**src/rtl/ls153_arb_pkg.sv**
```systemverilog
// Shared types and constants for the ls153 selector arbiter.
package ls153_arb_pkg;

  typedef enum logic [1:0] {
    IDLE  = 2'd0,
    GUARD = 2'd1,
    GRANT = 2'd2
  } state_t;

  localparam int NREQ  = 4;
  localparam int IDXW  = 2;
  localparam int CNT_W = 8;

  function automatic logic [NREQ-1:0] idx_to_onehot(input logic [IDXW-1:0] idx);
    logic [NREQ-1:0] one_v;
    one_v = {{(NREQ-1){1'b0}}, 1'b1};
    return one_v << idx;
  endfunction

endpackage

```
**src/rtl/ls153_arbiter_rr_pick4.sv**
```systemverilog
// Combinational round-robin picker: first set request searching upward
// from the slot after the last owner, with wrap.
module rr_pick4
  import ls153_arb_pkg::*;
(
  input  logic [NREQ-1:0] req,
  input  logic [IDXW-1:0] last,
  output logic            valid,
  output logic [IDXW-1:0] w
);

  logic [IDXW-1:0]   start_s;
  logic [IDXW-1:0]   off_s;
  logic [2*NREQ-2:0] dbl_s;
  logic [NREQ-1:0]   rot_s;

  // Rotate requests so bit 0 is the highest-priority slot, then priority-encode.
  always_comb begin
    start_s = last + 2'd1;
    dbl_s   = {req[NREQ-2:0], req};
    rot_s   = dbl_s[3'(start_s) +: NREQ];
    casez (rot_s)
      4'b???1: off_s = 2'd0;
      4'b??10: off_s = 2'd1;
      4'b?100: off_s = 2'd2;
      4'b1000: off_s = 2'd3;
      default: off_s = 2'd0;
    endcase
    valid = |req;
    w     = start_s + off_s;
  end

endmodule

```
**src/rtl/ls153_arbiter.sv**
```systemverilog
// Break-before-make round-robin owner of a shared 74LS153 selector.
// Optional owner preemption at MAX_HOLD is compiled in with LS153_ARB_TIMEOUT_EN.
module ls153_arbiter
  import ls153_arb_pkg::*;
#(
  parameter int MIN_HOLD  = 2,
  parameter int MAX_HOLD  = 16,
  parameter int GUARD_CYC = 1
) (
  input  logic            clk,
  input  logic            reset,
  input  logic [NREQ-1:0] req,
  output logic [NREQ-1:0] gnt,
  output logic            sel_a,
  output logic            sel_b,
  output logic            _stb,
  output logic            busy
);

`ifdef LS153_ARB_TIMEOUT_EN
  localparam logic TIMEOUT_EN = 1'b1;
`else
  localparam logic TIMEOUT_EN = 1'b0;
`endif

  localparam logic [CNT_W-1:0] HOLD_MIN_C = CNT_W'(MIN_HOLD);
  localparam logic [CNT_W-1:0] HOLD_MAX_C = CNT_W'(MAX_HOLD);
  localparam logic [CNT_W-1:0] HOLD_SAT_C = {CNT_W{1'b1}};
  localparam logic [3:0]       GUARD_C    = 4'(GUARD_CYC);

  state_t            state_r;
  logic [IDXW-1:0]   owner_r;
  logic [IDXW-1:0]   last_r;
  logic [CNT_W-1:0]  hold_r;
  logic [3:0]        guard_r;
  logic [NREQ-1:0]   gnt_r;
  logic              stb_r;
  logic              busy_r;

  logic              pick_valid_s;
  logic [IDXW-1:0]   pick_w_s;
  logic              own_req_s;
  logic              others_s;
  logic              timeout_s;
  logic              release_s;

  rr_pick4 u_pick (
    .req   (req),
    .last  (last_r),
    .valid (pick_valid_s),
    .w     (pick_w_s)
  );

  // Owner request status and the release decision for the GRANT state.
  always_comb begin
    own_req_s = req[owner_r];
    others_s  = |(req & ~idx_to_onehot(owner_r));
    timeout_s = TIMEOUT_EN && (hold_r >= HOLD_MAX_C) && others_s;
    release_s = ((hold_r >= HOLD_MIN_C) && !own_req_s) || timeout_s;
  end

  // Sequencer: select lines move only in IDLE, strobe drops only after the guard.
  always_ff @(posedge clk) begin
    if (reset) begin
      state_r <= IDLE;
      owner_r <= 2'd0;
      last_r  <= 2'd3;
      hold_r  <= 8'd0;
      guard_r <= 4'd0;
      gnt_r   <= 4'd0;
      stb_r   <= 1'b1;
      busy_r  <= 1'b0;
    end else begin
      case (state_r)
        IDLE: begin
          if (pick_valid_s) begin
            owner_r <= pick_w_s;
            guard_r <= 4'd1;
            busy_r  <= 1'b1;
            state_r <= GUARD;
          end
        end
        GUARD: begin
          if (!own_req_s) begin
            guard_r <= 4'd0;
            busy_r  <= 1'b0;
            state_r <= IDLE;
          end else if (guard_r >= GUARD_C) begin
            guard_r <= 4'd0;
            gnt_r   <= idx_to_onehot(owner_r);
            stb_r   <= 1'b0;
            hold_r  <= 8'd1;
            state_r <= GRANT;
          end else begin
            guard_r <= guard_r + 4'd1;
          end
        end
        GRANT: begin
          if (release_s) begin
            gnt_r   <= 4'd0;
            stb_r   <= 1'b1;
            busy_r  <= 1'b0;
            hold_r  <= 8'd0;
            last_r  <= owner_r;
            state_r <= IDLE;
          end else if (hold_r != HOLD_SAT_C) begin
            hold_r <= hold_r + 8'd1;
          end
        end
        default: begin
          gnt_r   <= 4'd0;
          stb_r   <= 1'b1;
          busy_r  <= 1'b0;
          hold_r  <= 8'd0;
          guard_r <= 4'd0;
          state_r <= IDLE;
        end
      endcase
    end
  end

  assign gnt   = gnt_r;
  assign sel_a = owner_r[0];
  assign sel_b = owner_r[1];
  assign _stb  = stb_r;
  assign busy  = busy_r;

endmodule
```
**config.mk**
```make
export PLATFORM = sky130hd
export DESIGN_NAME = ls153_arbiter
export DESIGN_NICKNAME = d
export VERILOG_FILES = /design/src/rtl/ls153_arb_pkg.sv /design/src/rtl/ls153_arbiter_rr_pick4.sv /design/src/rtl/ls153_arbiter.sv
export SDC_FILE = /design/constraint.sdc
export NUM_CORES = 1
export LEC_CHECK = 0
export CAP_MARGIN = 10
export CORE_ASPECT_RATIO = 0.7
export CORE_MARGIN = 3
export CORE_UTILIZATION = 50
export CTS_CLUSTER_DIAMETER = 60
export CTS_CLUSTER_SIZE = 10
export DETAILED_ROUTE_END_ITERATION = 10
export PLACE_DENSITY = 0.8
export REMOVE_ABC_BUFFERS = 1
export SYNTH_ARGS = -nofsm -noshare
export SYNTH_HDL_FRONTEND = slang
export SYNTH_SLANG_ARGS = --single-unit
```
**constraint.sdc**
```tcl
create_clock -name clk -period 2.2 [get_ports clk]
set_clock_uncertainty 0.05 [all_clocks]
set_input_delay 0.66 -clock clk [delete_from_list [all_inputs] [get_ports clk]]
set_output_delay 0.66 -clock clk [all_outputs]
set_load 0.02 [all_outputs]
```
==> metrics.yaml, run 1 <==
synth_top_area_share_pct: 32.54
die_area_um2: 3651
status: "finished clean"
clkSinkCount: 24
yosys_warnings: 0
routed_wl_um: 4223
finalMaxSlewViolations: 0
clock_power_share_pct: 27.9
rows: 15
fin_tns_setup_ns: 0
cts-root-buf: "clkbuf_8"
ys_top_cells_by_count: "dfxtp_1 (24), a21oi_1 (18), nand2_1 (12), inv_1 (11), nor2_1 (11)"
clk_pin_slew_worst_paths_ns: 0.08
die_height_um: 51.47
p_per_area_nw_per_um2: 728.1
yosysMostFrequentCell: "dfxtp_1"
crit_fanout: 6
antenna_found_initial: 0
finalSetupViolCount: 0
power_switching_uw: 444.6
place_hpwl_um: 2924
io_pins: 14
synthArstFlopShare_pct: 0
rsz0062_at_grt: "true"
max_cap_violations: 0
power_leakage_uw: 0.0007477
netlist_instances: 176
grt_pass1_vias: 1406
grt_overflow: 0
layout-drive-gt1-share_pct: 26.29
endpoint_kind: "flip-flop"
p_sw_share_pct: 31.59
yosysSeqAreaShare_pct: 32.54
core_um2: 2628
pwr-share-comb_pct: 37.0
route.detailed.drc: 0
fin_nets: 229
antennaDiodeCount: 0
grt_usage_pct: 23.17
required_ns: 2.30
clockBufferDepth: 2
tightest_slew_ns: 0.4567
cp_data_arrival_time_ns: 2.28
port_buffers: 13
grt_max_degree: 15
vias: 1531
initial_core_util_pct: 56.19
peakVddDrop_uv: 519.4
clk-insertion-delay-late_ns: 0.27
fp.dieW_um: 70.95
wl_per_cell_um: 17.10
dr.pass1.iters: 4
timing.fmax_mhz: 458.2
cts_tree: "yes"
seqPwrFrac_pct: 35.0
ys_ff_latch: 24
worstSetupPathType: "in2reg"
syn_avg_cell_area_um2: 8.389
p_int_uw: 962.9
drtAntennaViolNets: 0
drtIter0Drc: 173
yosys.area.top_type: "dfxtp_1"
synth_edf_count: 0
crit_path_start_kind: "primary input"
slew_headroom_pct: 69.55
fillers: 190
grt_pass1_wl_um: 6693
yosys-top-cells-area: "dfxtp_1 (33%), ha_1 (7.6%), a21oi_1 (6.1%), nand2_1 (3.1%), inv_1 (2.8%)"
finalHoldViolations: 0
synth_ff_type: "dfxtp_1"
cts_buffers: 3
htree_levels: 1
instances_no_fill: 247
fin_crit_sh_pct: 99.21
vias_per_cell: 6.198
min_period_ns: 2.183
place_inst: 241
syn-cell-area_um2: 1476
globalplace.congestion: 0.8992
areaGrowthSynthToFinish_pct: 30.93
worstHoldPathType: "reg2reg"
synthDistinctLibCells: 44
power_uw: 1408
[worst paths after layout]
kind                                  from        end  slack [ns]  cells after the start
worst max-delay path                req[0]  hold_r[5]        0.02                      7
worst min-delay path                gnt[1]     gnt[1]        0.42                      2
worst max register to register  state_r[1]  hold_r[4]        0.07                      9
worst min register to register      gnt[1]     gnt[1]        0.42                      2
[logic make-up (layout without fill, tap and decap cells)]
kind of cell,after synthesis,after routing,share of synthesized area (%)
buffers and inverters,20,57,6.865
XOR/XNOR,3,3,1.780
adder cells (fa/ha/maj),9,9,7.627
multiplexers,5,5,4.237
flip-flops,24,24,32.54
AND/OR/NAND/NOR,65,65,23.73
AO/OA/AOI/OAI,50,50,23.22
[state kept, by name, indices dropped and copies added, names as in the netlist]
name     count
state_r      2
last_r       2
guard_r      4
owner_r      2
gnt          4
busy         1
hold_r       8
_stb         1
[worst max-delay path, cell delays in order]
cell     delay (ns)
buf_2          0.12
mux4_2         0.52
a21o_4         0.24
a31o_4         0.27
buf_4          0.14
o21ai_0        0.22
a21oi_1        0.12
[metrics by stage]
step / utilization (%) / hold WS (ns) / cell area [um^2] / setup slack (ns)
5_1_grt: 73.57 / 0.4404 / 1933 / -0.03589
6_report: 73.57 / 0.4248 / 1933 / 0.01746
3_5_place_dp: 68.67 / 0.4059 / 1804 / -0.5979
4_1_cts: 71.95 / 0.4277 / 1891 / 0.01607
2_1_floorplan: - / 0.3853 / 1416 / 0.002827
3_3_place_gp: 68.67 / 0.4068 / 1804 / -0.5017
[routing by layer]
metal	GRT usage (%)	vias to the layer above	share of wire [%]
met2	39.54	47	47
met5	0	-	0
met3	5.305	10	5.1
met1	29.19	748	46
met4	7.187	0	1.9
li1	-	726	-
[cell usage in the layout, fill, tap and decap left out, types with 4 or more instances in the layout]
master | netlist | final
inv_1 | 11 | 10
nor2_1 | 11 | 11
buf_2 | 0 | 4
a21oi_1 | 18 | 17
nand4b_1 | 4 | 4
dfxtp_1 | 24 | 21
o21ai_0 | 6 | 5
clkdlybuf4s50_1 | 0 | 9
mux2i_1 | 4 | 4
buf_4 | 1 | 28
o21bai_1 | 4 | 4
nor3_1 | 6 | 6
nand3_1 | 8 | 8
nand2_1 | 12 | 12
nand2b_1 | 5 | 5
ha_1 | 9 | 8
[power by group through the flow]
stage	logic, uW	registers [uW]	clock network [uW]
2_1_floorplan	224	519	0
3_3_place_gp	455	498	0
3_5_place_dp	474	500	0
4_1_cts	496	490	394
5_1_grt	557	496	411
6_report	521	493	393
[cell type report]
class | instances | area, um^2 | area share [%]
Multi-Input combinational cell | 132 | 953.4 | 49.32
Inverter | 11 | 41.29 | 2.136
Clock buffer | 3 | 41.29 | 2.136
Sequential cell | 24 | 484.2 | 25.05
Tap cell | 34 | 42.54 | 2.201
Clock inverter | 1 | 30.03 | 1.553
Timing Repair Buffer | 42 | 340.3 | 17.61
[timing repair]
action,CTS,global route
hold endpoints to repair,0,0
gates resized for setup,22,10
endpoints found under the setup margin,21,11
pin swaps,3,3
hold buffers,0,0
buffers inserted,1,1
No activity file was read; power rests on OpenSTA's default activity.
==> inputs of run 2 (changes only) <==
Settings changed: CAP_MARGIN 10 to 20, CTS_CLUSTER_DIAMETER 60 to not set, SKIP_CTS_REPAIR_TIMING set to 1.
==> run 2 against run 1 <==
Net effect:
- worst setup slack better by 0.024 ns
- clock-buffer cell count unchanged
- wire length up 2.4%
- largest power group unchanged
- via count up 1.4%
- largest cell class unchanged
- clock power about the same
==> metrics.yaml, run 2 (synthesized netlist as in run 1, its figures left out) <==
status: "finished clean"
htree_levels: 1
fin_nets: 231
routed_wl_um: 4324
r2r-end: "hold_r[4]"
rows: 15
p_sw_share_pct: 31.46
peakVddDrop_uv: 522.6
die_height_um: 51.47
required_ns: 1.49
place_hpwl_um: 2924
tightest_slew_ns: 0.4380
slew_headroom_pct: 70.80
p_per_area_nw_per_um2: 711.5
layout_setup_ws_ns: 0.04157
globalplace.congestion: 0.8992
instances_no_fill: 249
clk-insertion-delay-late_ns: 0.27
grt_usage_pct: 22.58
dr.pass1.iters: 5
drtAntennaViolNets: 0
seqPwrFrac_pct: 34.8
reg2reg_slack_ns: 0.08
p_int_uw: 968.9
drtIter0Drc: 184
wl_per_cell_um: 17.37
core_um2: 2628
grt_max_degree: 15
timing.fmax_mhz: 463.3
crit_fanout: 7
post-place-ws_ns: -0.5979
worstSetupPathType: "reg2out"
antenna_found_initial: 0
vias: 1552
hold_depth: 2
finalMaxSlewViolations: 0
areaGrowthSynthToFinish_pct: 34.58
pwr-share-comb_pct: 37.6
antennaDiodeCount: 0
clockBufferDepth: 2
fin_crit_sh_pct: 98.11
fp.dieW_um: 70.95
route.detailed.drc: 0
r2r_cells: 8
top_register: "hold_r"
max_cap_violations: 0
cts_tree: "yes"
power_leakage_uw: 0.0007860
place_inst: 241
min_period_ns: 2.158
grt_pass1_wl_um: 6520
clkSinkCount: 24
finalHoldViolations: 0
cts-root-buf: "clkbuf_8"
worstHoldPathType: "reg2reg"
largest_reg_flops: 8
layout-drive-gt1-share_pct: 26.51
cts_buffers: 3
power_switching_uw: 444.8
hp-start: "gnt[1]"
final_cell_mix: "buf_4 (26), dfxtp_1 (21), a21oi_1 (18)"
finalSetupViolCount: 0
holdPathEnd: "gnt[1]"
clock_power_share_pct: 27.6
crit_path_start_kind: "flip-flop"
final_common_cell: "buf_4"
endpoint_kind: "output pin"
grt_overflow: 0
die_area_um2: 3651
rsz0062_at_grt: "true"
vias_per_cell: 6.233
grt_pass1_vias: 1381
initial_core_util_pct: 56.19
cp_data_arrival_time_ns: 1.45
io_pins: 14
port_buffers: 13
clk_pin_slew_worst_paths_ns: 0.09
r2r_start: "hold_r[0]"
## run 2: cell type report
| type | count | area, um^2 |
|---|---|---|
| sequential | 24 | 484.2 |
| fill | 192 | 640.6 |
| tap | 34 | 42.54 |
| clock inverter | 1 | 30.03 |
| timing repair buffer | 44 | 386.6 |
| clock buffer | 3 | 41.29 |
| multi-input combinational | 132 | 960.9 |
| inverter | 11 | 41.29 |
## run 2: worst max-delay path by stage
stage / end / from / slack, ns
finish: sel_a / owner_r[0] / 0.04
global route: hold_r[4] / hold_r[0] / -0.09
CTS: state_r[1] / req[0] / -0.32
detailed placement: state_r[1] / req[0] / -0.60
global placement: _stb / req[0] / -0.50
floorplan: hold_r[1] / req[3] / 0.003
## run 2: stage by stage
step                      util (%)  instance area, um^2  hold WS (ns)  TNS (ns)  power, uW
after floorplan                  -                 1416        0.3853         0      743.2
after global placement       68.67                 1804        0.4068    -8.791      953.4
after detailed placement     68.67                 1804        0.4059    -9.884      973.7
after CTS                    71.38                 1876        0.4277    -3.567       1368
after global routing         75.62                 1987        0.4404   -0.1448       1474
final                        75.62                 1987        0.4249         0       1414
## run 2: per-layer routing
metal  global-route usage (%)  wire length, um
met1                    30.02             1882
met2                    38.00             2130
met3                    4.519              243
met4                    5.000               67
met5                        0                0
## run 2: worst max-delay path, cell delays in order, from the launching register on
cell and delay [ns]:
dfxtp_1 0.38, buf_4 0.18, clkdlybuf4s50_1 0.62
## run 2: power groups by stage
stage	logic (uW)	registers (uW)	clock network (uW)
CTS	483	490	394
detailed placement	474	500	0
global route	567	497	411
floorplan	224	519	0
global placement	455	498	0
finish	531	493	390
==> inputs of run 3 (changes only) <==
Settings changed: HOLD_SLACK_MARGIN set to 0.08, PLACE_DENSITY 0.8 to not set, PLACE_DENSITY_LB_ADDON set to 0.08.
==> run 3 against run 2 <==
Net effect:
- wire length down 3.4%
- non-clock buffer count decreased by 2
- global-route usage decreased by 2.4 points
- first-iteration DRC count fell by 28%
- critical path depth up 8
- largest cell class unchanged
- die area unchanged
- via count decreased by 1.0%
- largest power group unchanged
- fmax is 1.8% lower
- sequential share of layout area rose by 0.059 points
==> metrics.yaml, run 3 (synthesized netlist as in run 1, its figures left out) <==
finalHoldViolations: 0
dr.pass1.iters: 4
initial_core_util_pct: 56.19
p_per_area_nw_per_um2: 663.3
clk-insertion-delay-late_ns: 0.27
crit_fanout: 5
drtIter0Drc: 132
final_util_pct: 75.05
tightest_slew_ns: 0.4864
grtUsageMet1_pct: 27.13
finalSetupViolCount: 0
required_ns: 2.33
endpoint_kind: "flip-flop"
rows: 15
grt_max_degree: 14
cts_tree: "yes"
cts-root-buf: "clkbuf_8"
antennaDiodeCount: 0
grt_pass1_vias: 1297
route.detailed.drc: 0
whs_ns: 0.4242
grt_pass1_wl_um: 5865
worstSetupPathType: "in2reg"
fin_nets: 229
vias_per_cell: 6.219
slew_headroom_pct: 67.28
power_leakage_uw: 0.0007671
die_area_um2: 3651
place_area_um2: 1762
grt_usage_pct: 20.20
cp_data_arrival_time_ns: 2.33
io_pins: 14
min_period_ns: 2.198
core_um2: 2628
finalMaxSlewViolations: 0
port_buffers: 13
peakVddDrop_uv: 540.7
met2_usage_pct: 32.31
drtAntennaViolNets: 0
vias: 1536
grt_use_met3_pct: 5.697
place_hpwl_um: 2622
final_cell_mix: "dfxtp_1 (23), buf_4 (23), a21oi_1 (17)"
instances_no_fill: 247
antenna_found_initial: 0
max_cap_violations: 0
htree_levels: 1
power_uw: 1308
worstHoldPathType: "reg2reg"
busiest_layer: "met2"
clk_pin_slew_worst_paths_ns: 0.08
clkSinkCount: 24
cts_buffers: 3
timing.fmax_mhz: 455.1
crit_path_start_kind: "primary input"
fin_crit_sh_pct: 99.89
top_register: "hold_r"
place_inst: 237
layout-drive-gt1-share_pct: 25.82
final_area_um2: 1972
grt_overflow: 0
die_height_um: 51.47
status: "finished clean"
areaGrowthSynthToFinish_pct: 33.56
globalplace.congestion: 0.8829
fp.dieW_um: 70.95
clockBufferDepth: 2
largest_reg_flops: 8
routed_wl_um: 4176
wl_per_cell_um: 16.91
## run 3: metrics by stage
step / worst slack, ns / TNS [ns]
5_1_grt: -0.06550 / -0.09380
2_1_floorplan: 0.002827 / 0
3_3_place_gp: -0.5081 / -8.970
6_report: 0.002487 / 0
3_5_place_dp: -0.5796 / -10.18
4_1_cts: -0.2837 / -3.702
## run 3: critical path: stages
cell	delay, ns
dlymetal6s2s_1	0.15
buf_6	0.14
buf_6	0.12
a221oi_2	0.25
o21ai_1	0.11
ha_2	0.20
xor2_2	0.15
xnor2_1	0.21
xnor2_1	0.10
o31ai_1	0.23
## run 3: worst paths after layout
check	from	end	slack, ns	depth (start not counted)
hold / removal	guard_r[2]	guard_r[2]	0.42	2
setup / recovery	req[2]	owner_r[1]	0.002	10
setup reg to reg	last_r[0]	owner_r[1]	0.05	9
hold reg to reg	guard_r[2]	guard_r[2]	0.42	2
## run 3: power by group
group          switching (uW)  total, uW  internal, uW
Combinational             261        513           252
Clock                     143        303           160
Sequential               25.6        491           466
## run 3: routing by layer
layer | wire (um) | vias up
li1 | - | 723
met3 | 277 | 10
met4 | 82 | 0
met5 | 0 | -
met2 | 2019 | 61
met1 | 1796 | 742
## run 3: final cells by class
type	instances	area (um^2)
clock buffers	4	55.05
well taps	34	42.54
inverters	11	41.29
repair buffers	42	366.6
flip-flops and latches	24	481.7
multi-input cells	132	984.7
fillers	180	655.6
